## config.mk

```make
export PLATFORM = sky130hd
export DESIGN_NAME = usb_pkt_reader_flat
export DESIGN_NICKNAME = d
export VERILOG_FILES = /design/src/rtl/usb_pkt_reader_if.sv /design/src/rtl/usb_pkt_reader.sv /design/src/flat_wrapper.sv
export SDC_FILE = /design/constraint.sdc
export NUM_CORES = 1
export LEC_CHECK = 0
export ABC_AREA = 0
export CORE_ASPECT_RATIO = 1.5
export CORE_MARGIN = 5
export CORE_UTILIZATION = 48
export DETAILED_ROUTE_END_ITERATION = 6
export GPL_TIMING_DRIVEN = 0
export PLACE_DENSITY = 0.77
export SLEW_MARGIN = 40
export SYNTH_ARGS = -nofsm -noshare
export SYNTH_HDL_FRONTEND = slang
export SYNTH_SLANG_ARGS = --single-unit
```

## constraint.sdc

```tcl
create_clock -name rd_clk -period 3.9 [get_ports rd_clk]
set_input_delay 0.585 -clock rd_clk [delete_from_list [all_inputs] [get_ports rd_clk]]
set_output_delay 0.585 -clock rd_clk [all_outputs]
set_load 0.02 [all_outputs]
```

## src/rtl/usb_pkt_reader_if.sv

```systemverilog
// Byte-stream link from the packet reader to the USB PHY transmitter.
// The master drives data, valid, last and zlp. The slave drives ready.
interface usb_pkt_reader_if #(
    parameter int WIDTH = 8
);
    logic [WIDTH-1:0] m_data;
    logic             m_valid;
    logic             m_ready;
    logic             m_last;
    logic             m_zlp;

    modport master (output m_data, m_valid, m_last, m_zlp, input m_ready);
    modport slave  (input m_data, m_valid, m_last, m_zlp, output m_ready);
endinterface

```

## src/rtl/usb_pkt_reader.sv

```systemverilog
// Drains whole USB bulk-IN packets from an FWFT FIFO onto a valid/ready byte stream.
// Define USB_RD_ZLP_EN to terminate full-packet transfers with a zero-length packet.
//
//  state | meaning
//  ------+---------------------------------------------------------------
//  IDLE  | watch fill level; pick a full packet, a short packet or a ZLP
//  BURST | stream len words, one pop per handshake
//  ZLP   | present a single zero-length beat, no pop
//  GAP   | GAP_CYC dead cycles before the next decision
module usb_pkt_reader #(
    parameter int WIDTH    = 8,
    parameter int DEPTH    = 8192,
    parameter int PKT_SIZE = 512,
    parameter int TIMEOUT  = 1024,
    parameter int GAP_CYC  = 2,
    localparam int AW      = $clog2(DEPTH)
) (
    input  logic              rd_clk,
    input  logic              rd_rst,
    input  logic [WIDTH-1:0]  fifo_data,
    input  logic              fifo_empty,
    input  logic [AW:0]       fifo_usedw,
    output logic              fifo_rd_en,
    input  logic              flush,
    usb_pkt_reader_if.master  m,
    output logic              busy
);

    localparam int LW = $clog2(PKT_SIZE) + 1;
    localparam int TW = $clog2(TIMEOUT) + 1;
    localparam int GW = $clog2(GAP_CYC) + 1;

    localparam logic [AW:0]   PKT_W  = (AW+1)'(PKT_SIZE);
    localparam logic [LW-1:0] PKT_L  = LW'(PKT_SIZE);
    localparam logic [TW-1:0] TMR_RL = TW'(TIMEOUT - 1);
    localparam logic [GW-1:0] GAP_RL = GW'(GAP_CYC - 1);

    typedef enum logic [1:0] {IDLE, BURST, ZLP, GAP} state_t;

    state_t         state_q, state_nxt;
    logic [LW-1:0]  len_q, len_nxt;
    logic [LW-1:0]  cnt_q;
    logic [TW-1:0]  tmr_q;
    logic [GW-1:0]  gap_q;
    logic [AW:0]    usedw_q;
    logic           flush_pend_q;

    logic           valid_c, last_c, zlp_c;
    logic           beat, last_beat, zlp_done;
    logic           have_data, full_avail, tmr_tc, gap_tc;
    logic           zlp_go, idle_cnt_en;

    // Idle timer counts down from TIMEOUT-1; reaching zero equals the idle count hitting TIMEOUT-1.
    assign have_data  = (fifo_usedw != '0);
    assign full_avail = (fifo_usedw >= PKT_W);
    assign tmr_tc     = (tmr_q == '0);
    assign gap_tc     = (gap_q == '0);

`ifdef USB_RD_ZLP_EN
    logic full_last_q;

    assign zlp_go      = full_last_q && !have_data && (tmr_tc || flush_pend_q);
    assign idle_cnt_en = have_data || full_last_q;

    always_ff @(posedge rd_clk) begin
        if (rd_rst) begin
            full_last_q <= 1'b0;
        end else if (last_beat) begin
            full_last_q <= (len_q == PKT_L);
        end else if (zlp_done) begin
            full_last_q <= 1'b0;
        end
    end
`else
    assign zlp_go      = 1'b0;
    assign idle_cnt_en = have_data;
`endif

    always_comb begin
        state_nxt  = state_q;
        len_nxt    = len_q;
        valid_c    = 1'b0;
        last_c     = 1'b0;
        zlp_c      = 1'b0;
        beat       = 1'b0;
        last_beat  = 1'b0;
        zlp_done   = 1'b0;
        unique case (state_q)
            IDLE: begin
                if (full_avail) begin
                    state_nxt = BURST;
                    len_nxt   = PKT_L;
                end else if (have_data && (tmr_tc || flush_pend_q)) begin
                    state_nxt = BURST;
                    len_nxt   = fifo_usedw[LW-1:0];
                end else if (zlp_go) begin
                    state_nxt = ZLP;
                end
            end
            BURST: begin
                valid_c   = !fifo_empty;
                last_c    = (cnt_q == len_q - 1'b1);
                beat      = valid_c && m.m_ready;
                last_beat = beat && last_c;
                if (last_beat) state_nxt = GAP;
            end
            ZLP: begin
                valid_c = 1'b1;
                last_c  = 1'b1;
`ifdef USB_RD_ZLP_EN
                zlp_c   = 1'b1;
`endif
                if (m.m_ready) begin
                    zlp_done  = 1'b1;
                    state_nxt = GAP;
                end
            end
            GAP: begin
                if (gap_tc) state_nxt = IDLE;
            end
            default: state_nxt = IDLE;
        endcase
    end

    always_ff @(posedge rd_clk) begin
        if (rd_rst) begin
            state_q      <= IDLE;
            len_q        <= '0;
            cnt_q        <= '0;
            tmr_q        <= TMR_RL;
            gap_q        <= GAP_RL;
            usedw_q      <= '0;
            flush_pend_q <= 1'b0;
        end else begin
            state_q <= state_nxt;
            len_q   <= len_nxt;
            usedw_q <= fifo_usedw;

            if (state_q != BURST) cnt_q <= '0;
            else if (beat)        cnt_q <= cnt_q + 1'b1;

            if (state_q != GAP) gap_q <= GAP_RL;
            else if (!gap_tc)   gap_q <= gap_q - 1'b1;

            // Any fill-level change restarts the idle window.
            if (state_q != IDLE || state_nxt != IDLE || fifo_usedw != usedw_q || !idle_cnt_en)
                tmr_q <= TMR_RL;
            else if (!tmr_tc)
                tmr_q <= tmr_q - 1'b1;

            if (flush)
                flush_pend_q <= 1'b1;
            else if (state_q == IDLE && (state_nxt != IDLE || !have_data))
                flush_pend_q <= 1'b0;
        end
    end

    assign fifo_rd_en = beat;
    assign m.m_data   = fifo_data;
    assign m.m_valid  = valid_c;
    assign m.m_last   = last_c;
    assign m.m_zlp    = zlp_c;
    assign busy       = (state_q != IDLE);

endmodule
```

## src/flat_wrapper.sv

```systemverilog
// flat-port wrapper written by rule: the top's interface ports become plain ports
module usb_pkt_reader_flat 
#(
    parameter int WIDTH    = 8,
    parameter int DEPTH    = 8192,
    parameter int PKT_SIZE = 512,
    parameter int TIMEOUT  = 1024,
    parameter int GAP_CYC  = 2,
    localparam int AW      = $clog2(DEPTH)
)
  (rd_clk, rd_rst, fifo_data, fifo_empty, fifo_usedw, fifo_rd_en, flush, busy, m_m_data, m_m_valid, m_m_last, m_m_zlp, m_m_ready);
  usb_pkt_reader_if #(.WIDTH(WIDTH)) m_i ();
  input  logic rd_clk;
  input  logic rd_rst;
  input  logic [WIDTH-1:0] fifo_data;
  input  logic fifo_empty;
  input  logic [AW:0] fifo_usedw;
  output logic fifo_rd_en;
  input  logic flush;
  output logic busy;
  output wire logic [$bits(m_i.m_data)-1:0] m_m_data;
  output wire logic [$bits(m_i.m_valid)-1:0] m_m_valid;
  output wire logic [$bits(m_i.m_last)-1:0] m_m_last;
  output wire logic [$bits(m_i.m_zlp)-1:0] m_m_zlp;
  input wire logic [$bits(m_i.m_ready)-1:0] m_m_ready;
  assign m_m_data = m_i.m_data;
  assign m_m_valid = m_i.m_valid;
  assign m_m_last = m_i.m_last;
  assign m_m_zlp = m_i.m_zlp;
  assign m_i.m_ready = m_m_ready;
  usb_pkt_reader #(.WIDTH(WIDTH), .DEPTH(DEPTH), .PKT_SIZE(PKT_SIZE), .TIMEOUT(TIMEOUT), .GAP_CYC(GAP_CYC)) u_core (.rd_clk(rd_clk), .rd_rst(rd_rst), .fifo_data(fifo_data), .fifo_empty(fifo_empty), .fifo_usedw(fifo_usedw), .fifo_rd_en(fifo_rd_en), .flush(flush), .m(m_i), .busy(busy));
endmodule
```

# Word level (Yosys, flattened, before mapping)
# Index checks and enable logic that the tools add are counted.
# totals
n_memories	0
output_inout_bits	13
rom_bits	0
reg_bits	50
latch_bits	0
ram_bits	0
word_cells	55
# classes
mul	0
div	0
n_bitwise	0
n_mux	13
reduce_logical	23
add_sub_neg	4
shifts	0
n_eq_ne	7
order_cmp	1
# ops
operator	count
$mux 10	2
$ge 14x10->1 const B	1
$ne 14x14->1	1
$reduce_bool 14->1	1
$logic_not 11->1	1
$sub 11x1->11 const B	1
$add 10x1->10 const B	1
$eq 10x10->1	1
$mux 2	5
$sub 10x1->10 const B	1
$pmux 2 s4	1
$reduce_bool 2->1	4
$reduce_or 2->1	3
$logic_or 1x1->1	5
$eq 2x2->1 const B	2
$logic_and 1x1->1	4
$logic_not 2->1	2
$pmux 1 s2	2
$mux 1	3
$eq 2x1->1 const B	1
$logic_not 1->1	2
$ne 2x1->1 const B	1
$ne 2x2->1 const B	1
$reduce_and 2->1	1
$sub 2x1->2 const B	1

# Depth between registers and ports, before layout
# depth
ltp_word	11
mapped_depth	9
mapped_depth_nobuf	8

# Worst setup path before layout
# No wires, ideal clock.
# synth_path
kind	register to output
start	register u_core.len_q[0]
end	output port m_m_last
path_slack_ns	1.302
path_buffers	0
t_required_ns	3.315
t_arrival_ns	2.013
path_stages_with_launch	9
path_cell_list	dfxtp_1 -> inv_1 -> ha_1 -> nor2_1 -> xor2_1 -> a31oi_1 -> a2111oi_2 -> nand3_1 -> o31ai_1
# synth_between
elab_chain_cells	3
# synth_lines
item	line	rtl
start: declaration	usb_pkt_reader.sv:41	logic [LW-1:0] len_q, len_nxt;
start signal: assignment	usb_pkt_reader.sv:136	len_q <= len_nxt;
$sub 10x1->10	usb_pkt_reader.sv:102	last_c = (cnt_q == len_q - 1'b1);
$eq 10x10->1	usb_pkt_reader.sv:102	
$pmux 1 s2	usb_pkt_reader.sv:88	unique case (state_q)
end: declaration	flat_wrapper.sv:23	output wire logic [$bits(m_i.m_last)-1:0] m_m_last;
# No other way between the ends.

# Worst setup path in the final report
# Ends and elaborated chain as after synthesis.

==> results by group <==
Run status
  – Status: completed

GRT
  – Gr usage total: 14.4%
  – First-pass GRT wire length: approximately 8300 µm
  – Vias in the first global route: just under 2k
  – Overflow after GRT: 0
  – Antenna violations before repair: 0
  – Largest net degree at the start of global routing: 18

Yosys
  – Post-synthesis compound-gate area fraction: 12.6%
  – Synth Instances: between 200 and 300
  – Count leader, synth: dfxtp_1
  – Synth Area per Inst: around 9 µm²
  – Synth Warn #: 0
  – Synthesized net count: between 300 and 400
  – Synth unique cells: between 40 and 50
  – EDFF count, synth: 0
  – Dominant cells by area after synthesis: dfxtp_1, xor2_1, xnor2_1
  – Synth Area in Adders: under 10%
  – Yosys top cell area share: about two fifths
  – Sequential-to-total area share from yosys stat: about two fifths
  – Post-synthesis mux area share: less than 1%
  – Largest family of logic cells by synthesized area: simple AND/OR/NAND/NOR gates
  – Commonest cells post-synth: dfxtp_1, xor2_1, nor2_1
  – Post-Syn Area: ~2600 µm²
  – Largest area contributor in the netlist: dfxtp_1
  – Post-synthesis simple-gate area fraction: between 20% and 30%
  – #FFs+latches synth: 50
  – Post-Synth XOR/XNOR Area: roughly 14%
  – Main synth FF type: dfxtp_1
  – Share of synthesized registers carrying an async set or reset: 0%

Power and ir drop
  – Overall power: 1.02 mW
  – Pwr dens: between 300 and 400 nW/µm²
  – Pleak: around 1.2 nW
  – Worst IR drop on VDD: roughly 300 µV

STA
  – RSZ-0062 raised after global routing: false
  – Tmin final: around 3.5 ns
  – Fmax: about 0.29 GHz
  – Setup TNS: 0 ns
  – Max-slew headroom: roughly 65%
  – # setup viols final: 0
  – Final Hold Fails: 0
  – Least-Margin Pin Slew: between 0.5 and 0.6 ns
  – Slew Limit Fails: 0
  – Clk_skew: roughly 0.012 ns
  – Final period utilization: between 80% and 90%

Clock network
  – Root Buffer: clkbuf_8
  – Clock slew at reported path FFs: roughly 0.1 ns
  – Clock sinks: 50
  – Post-CTS Resized: 0
  – TritonCTS Buffers: 5
  – Post-CTS setup buffers: 0
  – CTS tree: done
  – Htree depth: 2
  – Clk_lat worst skew: between 0.3 and 0.4 ns
  – Max Root-Sink Buffers: 2
  – Hold-fix buffers at CTS: 0

Critical path
  – Critical Path End Type: output port
  – Startpoint types: flop
  – R2R depth: 9
  – Arrival @ worst endpoint: roughly 2.9 ns
  – Worst r2r src: u_core.tmr_q[0]$_SDFFE_PP1N_
  – R2R Setup Slk: approximately 1.6 ns
  – R2R Path End: u_core.tmr_q[9]$_SDFFE_PP1N_
  – Critical path required time: 3.31 ns
  – Critical path class: flop to output port
  – Max Fanout on Critical Path: 5

Die
  – Row Count: 32
  – Die Y-Extent: about 100 µm
  – Die Wd: between 60 and 70 µm
  – Initial Util: between 40% and 50%
  – Io pins: 40
  – Full die area: 6950 µm²
  – Core Region: slightly above 5000 µm²

Worst hold path
  – Hold path depth: 1
  – Worst Hold Launch: u_core.tmr_q[10]$_SDFFE_PP0N_
  – Min-Delay Path Class: flop to flop
  – Hold Crit Endpoint: u_core.tmr_q[10]$_SDFFE_PP0N_

Place
  – Placed cells: between 300 and 400
  – Cell Area, Placed: approximately 3000 µm²
  – Buffers on Ports: 29
  – Placer congestion estimate: ~0.75
  – Final HPWL DP: 3770 µm

Route
  – Vias per Instance: 5.25
  – Detail Route Antenna Nets: 0
  – Wire length per cell: ~13 µm
  – DRC viols: 0
  – DRT Wirelength: 4860 µm
  – DR pass1 iterations: 4
  – DR vias: 2009
  – Initial drt markers: approximately 80

Cells and area
  – Ant. Diodes: 0
  – Non-Filler Instances: between 300 and 400
  – Fraction of layout instances using a drive strength above 1: 9.21%
  – Area Growth Syn to Fin: 19.1%
  – Nets@finish: around 350
  – Design area: between 3000 and 4000 µm²

Flow run
  – Max Cap Viol: 0
## how the worst max path moves through the flow
stage                            startpoint  endpoint  slack [ns]  depth (start not counted)
2_1_floorplan  u_core.len_q[0]$_SDFFE_PP0P_  m_m_last        1.30                          8
3_3_place_gp   u_core.len_q[0]$_SDFFE_PP0P_  m_m_last        0.80                          9
3_5_place_dp   u_core.len_q[0]$_SDFFE_PP0P_  m_m_last        0.78                          9
4_1_cts        u_core.len_q[0]$_SDFFE_PP0P_  m_m_last        0.40                          9
5_1_grt        u_core.len_q[0]$_SDFFE_PP0P_  m_m_last        0.23                          9
6_report       u_core.len_q[0]$_SDFFE_PP0P_  m_m_last        0.43                          9
## worst max-delay path, cell delays in order, from the launching register on
cell and delay [ns]:
dfxtp_1 0.42, inv_1 0.06, ha_1 0.26, nor2_1 0.14, xor2_1 0.18, a31oi_1 0.08
a2111oi_2 0.44, nand3_1 0.12, o31ai_1 0.22, clkdlybuf4s50_1 0.65
## layer usage
metal	up-vias	share of wire (%)	global-route usage (%)
met1	922	41	15.6
met3	9	5.8	2.93
met2	50	50	26.3
met4	0	2.6	7.08
met5	-	0	0
li1	1028	-	-
## cell families after synthesis
group	Yosys count
AO/OA/AOI/OAI	40
buffers and inverters	29
AND/OR/NAND/NOR	106
multiplexers	2
adder cells (fa/ha/maj)	8
flip-flops	50
XOR/XNOR	42
other	1
## stage by stage
stage | setup WS (ns) | util, % | hold WS, ns
after detailed placement | 0.781 | 57.0 | 0.470
after floorplan | 1.30 | - | 0.449
after global placement | 0.800 | 57.0 | 0.460
after global routing | 0.235 | 59.3 | 0.506
final | 0.435 | 59.3 | 0.479
after CTS | 0.404 | 59.3 | 0.481
## final cells by class
type	instances	area, µm²
clock buffer	5	68.8
inverter	13	48.8
timing repair buffer	29	290
buffer	16	110
tap	68	85.1
multi-input combinational	199	1410
clock inverter	3	47.5
fill	452	2100
sequential	50	1000
## registers in the layout (all words and copies together) (netlist names)
signal and count:
u_core.cnt_q 10, u_core.flush_pend_q 1, u_core.gap_q 2, u_core.len_q 10
u_core.state_q 2, u_core.tmr_q 11, u_core.usedw_q 14
## where the power goes
group	total (mW)	leakage, nW	switching (mW)	internal (mW)
clock network	0.376	0.0587	0.181	0.195
registers	0.528	0.408	0.00630	0.521
logic	0.114	0.730	0.0569	0.0570
## placed cells by master, fill, tap and decap left out, drive strengths merged, types with 11 or more instances in the layout
cell           count
inv               14
nor3              11
nor2              22
clkdlybuf4s50     29
nand2             20
buf               12
nor2b             16
xnor2             15
xor2              27
dfxtp             50
Note: power is estimated with default switching activity, not from simulation.
